--- src/rtl/arith_pkg.sv ---
// Shared types and sizing helpers for the serial arithmetic datapath.
package arith_pkg;

    typedef enum logic [1:0] {
        IDLE = 2'd0,
        BUSY = 2'd1,
        DONE = 2'd2
    } state_t;

    localparam int SUB_WIDTH = 8;
    localparam int CNT_W     = $clog2(SUB_WIDTH);

    // Counter width for an arbitrary operand width, never narrower than one bit.
    function automatic int cnt_width(input int w);
        return (w > 2) ? $clog2(w) : 1;
    endfunction

endpackage

--- src/rtl/serial_sub8_full_subtractor.sv ---
// One-bit full subtractor cell: d = x - y - bin, bout = borrow out.
module full_subtractor (
    input  logic x,
    input  logic y,
    input  logic bin,
    output logic d,
    output logic bout
);

    assign d    = x ^ y ^ bin;
    assign bout = (~x & y) | (~(x ^ y) & bin);

endmodule

--- src/rtl/serial_sub8.sv ---
// Bit-serial subtractor: diff = a - b - borrow_in, one bit per clock, LSB first.
// Optional signed overflow output is enabled with SERIAL_SUB_OVF_EN.
module serial_sub8
    import arith_pkg::*;
#(
    parameter int WIDTH = SUB_WIDTH
) (
    input  logic             clk,
    input  logic             rst_n,
    input  logic             start,
    input  logic [WIDTH-1:0] a,
    input  logic [WIDTH-1:0] b,
    input  logic             borrow_in,
    output logic             busy,
    output logic             out_valid,
    input  logic             out_ready,
    output logic [WIDTH-1:0] diff,
    output logic             borrow_out
`ifdef SERIAL_SUB_OVF_EN
    ,
    output logic             overflow
`endif
);

    localparam int CW = cnt_width(WIDTH);

    state_t           state_reg, state_next;
    logic [CW-1:0]    cnt_reg;
    logic [WIDTH-1:0] sa_reg, sb_reg;
    logic [WIDTH-2:0] sd_reg;
    logic             br_reg;
    logic [WIDTH-1:0] diff_reg;
    logic             borrow_reg;

    logic             bit_d, bit_bout;
    logic             last_bit;
    logic             accept;
    logic [WIDTH-1:0] diff_full;

    full_subtractor u_cell (
        .x    (sa_reg[0]),
        .y    (sb_reg[0]),
        .bin  (br_reg),
        .d    (bit_d),
        .bout (bit_bout)
    );

    assign last_bit  = (cnt_reg == CW'(WIDTH - 1));
    assign accept    = (state_reg == IDLE) && start;
    assign diff_full = {bit_d, sd_reg};

    always_ff @(posedge clk or negedge rst_n) begin
        if (!rst_n) begin
            state_reg <= IDLE;
        end else begin
            state_reg <= state_next;
        end
    end

    always_comb begin
        state_next = state_reg;
        case (state_reg)
            IDLE:    if (start)     state_next = BUSY;
            BUSY:    if (last_bit)  state_next = DONE;
            DONE:    if (out_ready) state_next = IDLE;
            default:                state_next = IDLE;
        endcase
    end

    always_comb begin
        busy      = (state_reg != IDLE);
        out_valid = (state_reg == DONE);
    end

    // Serial datapath; the visible result only changes on the last bit edge.
    always_ff @(posedge clk or negedge rst_n) begin
        if (!rst_n) begin
            cnt_reg    <= '0;
            sa_reg     <= '0;
            sb_reg     <= '0;
            sd_reg     <= '0;
            br_reg     <= 1'b0;
            diff_reg   <= '0;
            borrow_reg <= 1'b0;
        end else if (accept) begin
            sa_reg  <= a;
            sb_reg  <= b;
            br_reg  <= borrow_in;
            cnt_reg <= '0;
        end else if (state_reg == BUSY) begin
            sa_reg  <= sa_reg >> 1;
            sb_reg  <= sb_reg >> 1;
            br_reg  <= bit_bout;
            sd_reg  <= diff_full[WIDTH-1:1];
            cnt_reg <= cnt_reg + 1'b1;
            if (last_bit) begin
                diff_reg   <= diff_full;
                borrow_reg <= bit_bout;
            end
        end
    end

    assign diff       = diff_reg;
    assign borrow_out = borrow_reg;

`ifdef SERIAL_SUB_OVF_EN
    logic a_msb_reg, b_msb_reg, ovf_reg;

    // Operand MSBs are kept because the shift registers lose them during the run.
    always_ff @(posedge clk or negedge rst_n) begin
        if (!rst_n) begin
            a_msb_reg <= 1'b0;
            b_msb_reg <= 1'b0;
            ovf_reg   <= 1'b0;
        end else if (accept) begin
            a_msb_reg <= a[WIDTH-1];
            b_msb_reg <= b[WIDTH-1];
        end else if ((state_reg == BUSY) && last_bit) begin
            ovf_reg <= (a_msb_reg ^ b_msb_reg) & (a_msb_reg ^ bit_d);
        end
    end

    assign overflow = ovf_reg;
`endif

endmodule

--- config.mk ---
export PLATFORM = sky130hd
export DESIGN_NAME = serial_sub8
export DESIGN_NICKNAME = d
export VERILOG_FILES = /design/src/rtl/arith_pkg.sv /design/src/rtl/serial_sub8_full_subtractor.sv /design/src/rtl/serial_sub8.sv
export SDC_FILE = /design/constraint.sdc
export NUM_CORES = 1
export LEC_CHECK = 0
export CORE_MARGIN = 10
export CORE_UTILIZATION = 55
export CTS_CLUSTER_SIZE = 30
export DETAILED_ROUTE_END_ITERATION = 12
export DONT_BUFFER_PORTS = 1
export GPL_ROUTABILITY_DRIVEN = 0
export GPL_TIMING_DRIVEN = 0
export PLACE_DENSITY = 0.76
export SLEW_MARGIN = 20
export SYNTH_ARGS = -nofsm -noshare
export SYNTH_HDL_FRONTEND = slang
export SYNTH_SLANG_ARGS = --single-unit
--- constraint.sdc ---
create_clock -name clk -period 2.1 [get_ports clk]
set_input_delay 0.42 -clock clk [delete_from_list [all_inputs] [get_ports clk]]
set_output_delay 0.42 -clock clk [all_outputs]
set_load 0.01 [all_outputs]
**Yosys cells after proc, flatten, opt, wreduce, memory -nomap -nowiden**

Cells that the tools add are included.

- Register bits: 38
- Output and inout bits: 11

- Add/sub/neg operators: 1
- Equality and inequality tests: 6
- Muxes and demuxes: 12
- Bitwise operators: 8
- Reduce and logical (&&, ||, !) cells: 7

Operator list:

| cell | count |
|---|---|
| two-way mux 8 bit | 4 |
| two-way mux 2 bit | 3 |
| two-way mux 3 bit | 2 |
| case mux 2 bit (3 select lines) | 1 |
| AND reduction 3 bit | 2 |
| inequality test 2 bit, second input constant | 2 |
| nonzero test 2 bit | 2 |
| adder 3 x 1 -> 3 bit, second input constant | 1 |
| == test 3 bit, second input constant | 1 |
| inverter 1 bit | 3 |
| bitwise AND 1 bit | 2 |
| == test 2 x 1 -> 1 bit, second input constant | 1 |
| == test 2 bit, second input constant | 1 |
| zero test 2 bit | 1 |
| two-way mux 1 bit | 2 |
| inequality test 2 x 1 -> 1 bit, second input constant | 1 |
| AND reduction 2 bit | 1 |
| XOR 1 bit | 2 |
| logical AND 1 bit | 1 |
| bitwise OR 1 bit | 1 |

**Logic depth before layout (Yosys ltp)**

- Word-level depth: 6
- Gate-level depth with buffers: 6

**By module**

Synthesis repeated with hierarchy kept, for this count alone.

- Cells, all modules: 140
- Area, all modules: 1676.6 sq um

By module, submodules not included:

| module | instances | cells an instance | area an instance (sq um) | sequential area each (sq um) |
|---|---|---|---|---|
| serial_sub8 | 1 | 136 | 1645.3 | 950.9 |
| full_subtractor | 1 | 4 | 31.3 | 0.0 |

**Least setup slack after synthesis**

Ideal clock, no wire load.

- Path type: register to register
- Start point: reg cnt_reg[0]
- End point: reg diff_reg[1], in the netlist diff[1]
- Setup time: 125 ps
- Arrival: 1296 ps
- Required time: 1975 ps
- Setup slack: 679 ps
- Cell stages (with the launch flop): 6
- Path buffers: 1
- Cells stage by stage: dfrtp_1 -> ha_1 -> ha_1 -> nand3b_4 -> buf_6 -> mux2_4

- Cells in the longest elaborated chain, start to end: 2

Ends and longest elaborated chain:

| what | RTL line | text |
|---|---|---|
| start, declared | serial_sub8.sv:28 | `logic [CW-1:0] cnt_reg;` |
| start signal, assigned | serial_sub8.sv:95 | `cnt_reg <= cnt_reg + 1'b1;` |
| == test 3 bit | serial_sub8.sv:48 | `assign last_bit = (cnt_reg == CW'(WIDTH - 1));` |
| AND reduction 3 bit (no source line) | n/a |  |
| end signal, assigned | serial_sub8.sv:97 | `diff_reg <= diff_full;` |
| end, declared | serial_sub8.sv:32 | `logic [WIDTH-1:0] diff_reg;` |

Every way passes these cells.
A chain may end at the register's enable or synchronous reset.

**Worst setup path in the final report**

- Start point: reg state_reg[1]
- End point: out out_valid

- Cells in the longest elaborated chain, start to end: 1

Ends and longest elaborated chain:

| what | RTL line | text |
|---|---|---|
| start, declared | serial_sub8.sv:27 | `state_t state_reg, state_next;` |
| start signal, assigned | serial_sub8.sv:56 | `state_reg <= state_next;` |
| == test 2 bit | serial_sub8.sv:72 | `out_valid = (state_reg == DONE);` |
| end, declared | serial_sub8.sv:15 | `output logic out_valid,` |

Every way passes these cells.

==> qor.csv <==
metric,value,unit
hold path cells,1,
Final Skew,0.008876,ns
# diodes,0,
synthesis-to-finish area growth,10.68,%
register bit total from synthesis,38,
Die Width,75.77,um
CTS sink cnt,38,
CTS tree,built,
Antenna Violating Nets Remaining,0,
post-layout min period,1.823,ns
fillcell total,230,
first-pass GRT wire length,5.768,mm
Worst R2R Path Depth,5,
first drt pass iteration count,4,
Setup Crit Path Kind,reg -> out,
slowest cell delay on critical path,0.39,ns
Worst Max-Slew Pin Slew,0.4663,ns
leakage dissipation,0.8524,nW
worst rel slew slack,68.85,%
Die Ht,75.77,um
HP Class,in -> reg,
Async SR Flop Fraction,100.0,%
Clock Latency Late Sink,0.34,ns
Worst Setup End Kind,output pin,
core area,0.003003,sq mm
number of global-route vias before repair,1160,
status,completed,
FF+latch area,950.9,sq um
final wirelength,3.471,mm
Tcrit/Tclk final,86.82,%
CP Max Fanout,10,
"Cell Count, Final, Fillers Out",177,
"Slowest-stage cell, CP",dfrtp_1,
crit path cell chain,buf_6 -> inv_1 -> buf_2 -> nor2_1,
Post-synth EDFFs,0,
peak supply drop,772.5,uV
PortBufs,0,
initial antenna violation count,0,
die footprint,0.005740,sq mm
Post-Syn Nets,158,
total chip power,0.003146,W
Synth Instances,134,
DP HPWL,2.476,mm
total track usage,13.22,%
Power Density,1662,mW/mm^2
routed len/inst,19.61,um
H-tree depth reported by CTS,2,
top-level port count,32,
Final Worst Setup Slack,0.2768,ns
vias post-DR,1103,
fraction of layout cells with a size suffix above 1,27.78,%
Post-Place Setup Slack,0.5749,ns
Post-Syn Area,0.001710,sq mm
Worst Path Required,1.68,ns
Critical Path AT,1.40,ns
area occupied by multi-input gates,656.9,sq um
drt via density,6.232,
WP depth,4,
GRT Residual Overflow,0,
final setup fails,0,
most frequent cells in the layout,"38 x dfrtp_1, 21 x o22ai_1, 10 x a21oi_1",
Initial DRC Count,68,
"Hold Vio Cnt, Final",0,
"most common cell after layout, fill and taps aside",dfrtp_1,
CTS max path bufs,2,
sequential share of the synthesized area,55.60,%
Post-CTS Setup Repair Bufs,0,
Num CTS Buffers,5,
Ys Warns,0,
Clock Tree Root,clkbuf_4,
Max Clock Freq,548.5,MHz
Synth Area per Inst,12.76,sq um
unrepaired setup endpoints after global routing,no,
CP bufs+invs,3,
Post-route DRC,0,
Min Hold Slack,0.1466,ns
Final Max Slew Viols,0,
ys flop type,dfrtp_1,
Fin Setup TNS,0,ns
critical path startpoint category,register,
fin nets,167,
placed insts,167,
largest net degree at the start of global routing,39,
Worst R2R Setup Slack,0.55,ns
Cell variety after synth,26,
crit-path leading delay family,buffers and inverters,
Max Cap Viol,0,
cts repair resizes,0,
clk slew on worst S/H paths,0.12,ns
FP Rows,20,
Starting Density,56.96,%
[cell usage after synthesis, types with 3 or more instances]
cell        n  area [sq um]
a21oi_1    10         50.05
a2bb2oi_1   5         43.79
buf_2       4         20.02
buf_6       5         56.30
dfrtp_1    38         950.9
inv_1       6         22.52
mux2_2      7         78.83
mux2_4      8         120.1
nand2_1     4         15.01
nor2_1      3         11.26
o21ai_0     4         20.02
o22ai_1    21         131.4
[report_power, final]
| part | internal (W) | switching, W | total [W] |
|---|---|---|---|
| clock | 0.000403 | 0.000244 | 0.000647 |
| sequential | 0.00109 | 0.000287 | 0.00137 |
| combinational | 0.000636 | 0.000490 | 0.00113 |
[area by class of cell]
type	count	area share, %
Tap cell	33	2.181
Buffer	9	4.032
Multi-Input combinational cell	80	34.70
Inverter	7	1.388
Timing Repair Buffer	2	1.586
Clock buffer	6	2.710
Sequential cell	38	50.23
Clock inverter	2	3.172
[through the flow]
step	utilization, %	area (sq um)
2_1_floorplan	-	1710
3_3_place_gp	58.33	1752
3_5_place_dp	58.33	1752
4_1_cts	63.04	1893
5_1_grt	63.04	1893
6_report	63.04	1893
[metal layers]
metal,wire [um],GRT usage (%),vias up
met4,25,4.948,0
met2,1661,19.81,38
li1,-,-,515
met1,1396,15.64,546
met3,388,7.031,4
met5,0,0,-
[logic make-up (layout without fill, tap and decap cells)]
group	after synthesis	after routing	share of synthesized area [%]
adder cells (fa/ha/maj)	3	3	2.633
AO/OA/AOI/OAI	48	48	19.09
buffers and inverters	16	26	5.998
multiplexers	15	15	11.63
AND/OR/NAND/NOR	14	14	5.047
flip-flops	38	38	55.60
[worst paths after layout]
| path | startpoint | end |
|---|---|---|
| hold / removal | out_ready | state_reg[1]$_DFFE_PN0P_ |
| setup / recovery | state_reg[1]$_DFFE_PN0P_ | out_valid |
| hold reg to reg | sb_reg[7]$_DFFE_PN0P_ | sb_reg[7]$_DFFE_PN0P_ |
| min in group asynchronous | rst_n | sd_reg[1]$_DFFE_PN0P_ |
| max in group asynchronous | rst_n | sb_reg[4]$_DFFE_PN0P_ |
| setup reg to reg | cnt_reg[0]$_DFFE_PN0P_ | diff[1]$_DFFE_PN0P_ |
[what timing repair did]
action                                  4_1_cts  5_1_grt
endpoints found under the setup margin        0        0
endpoints found under the hold margin        38        0
hold buffers                                  2        0
Power figures use the tool's default switching activity.
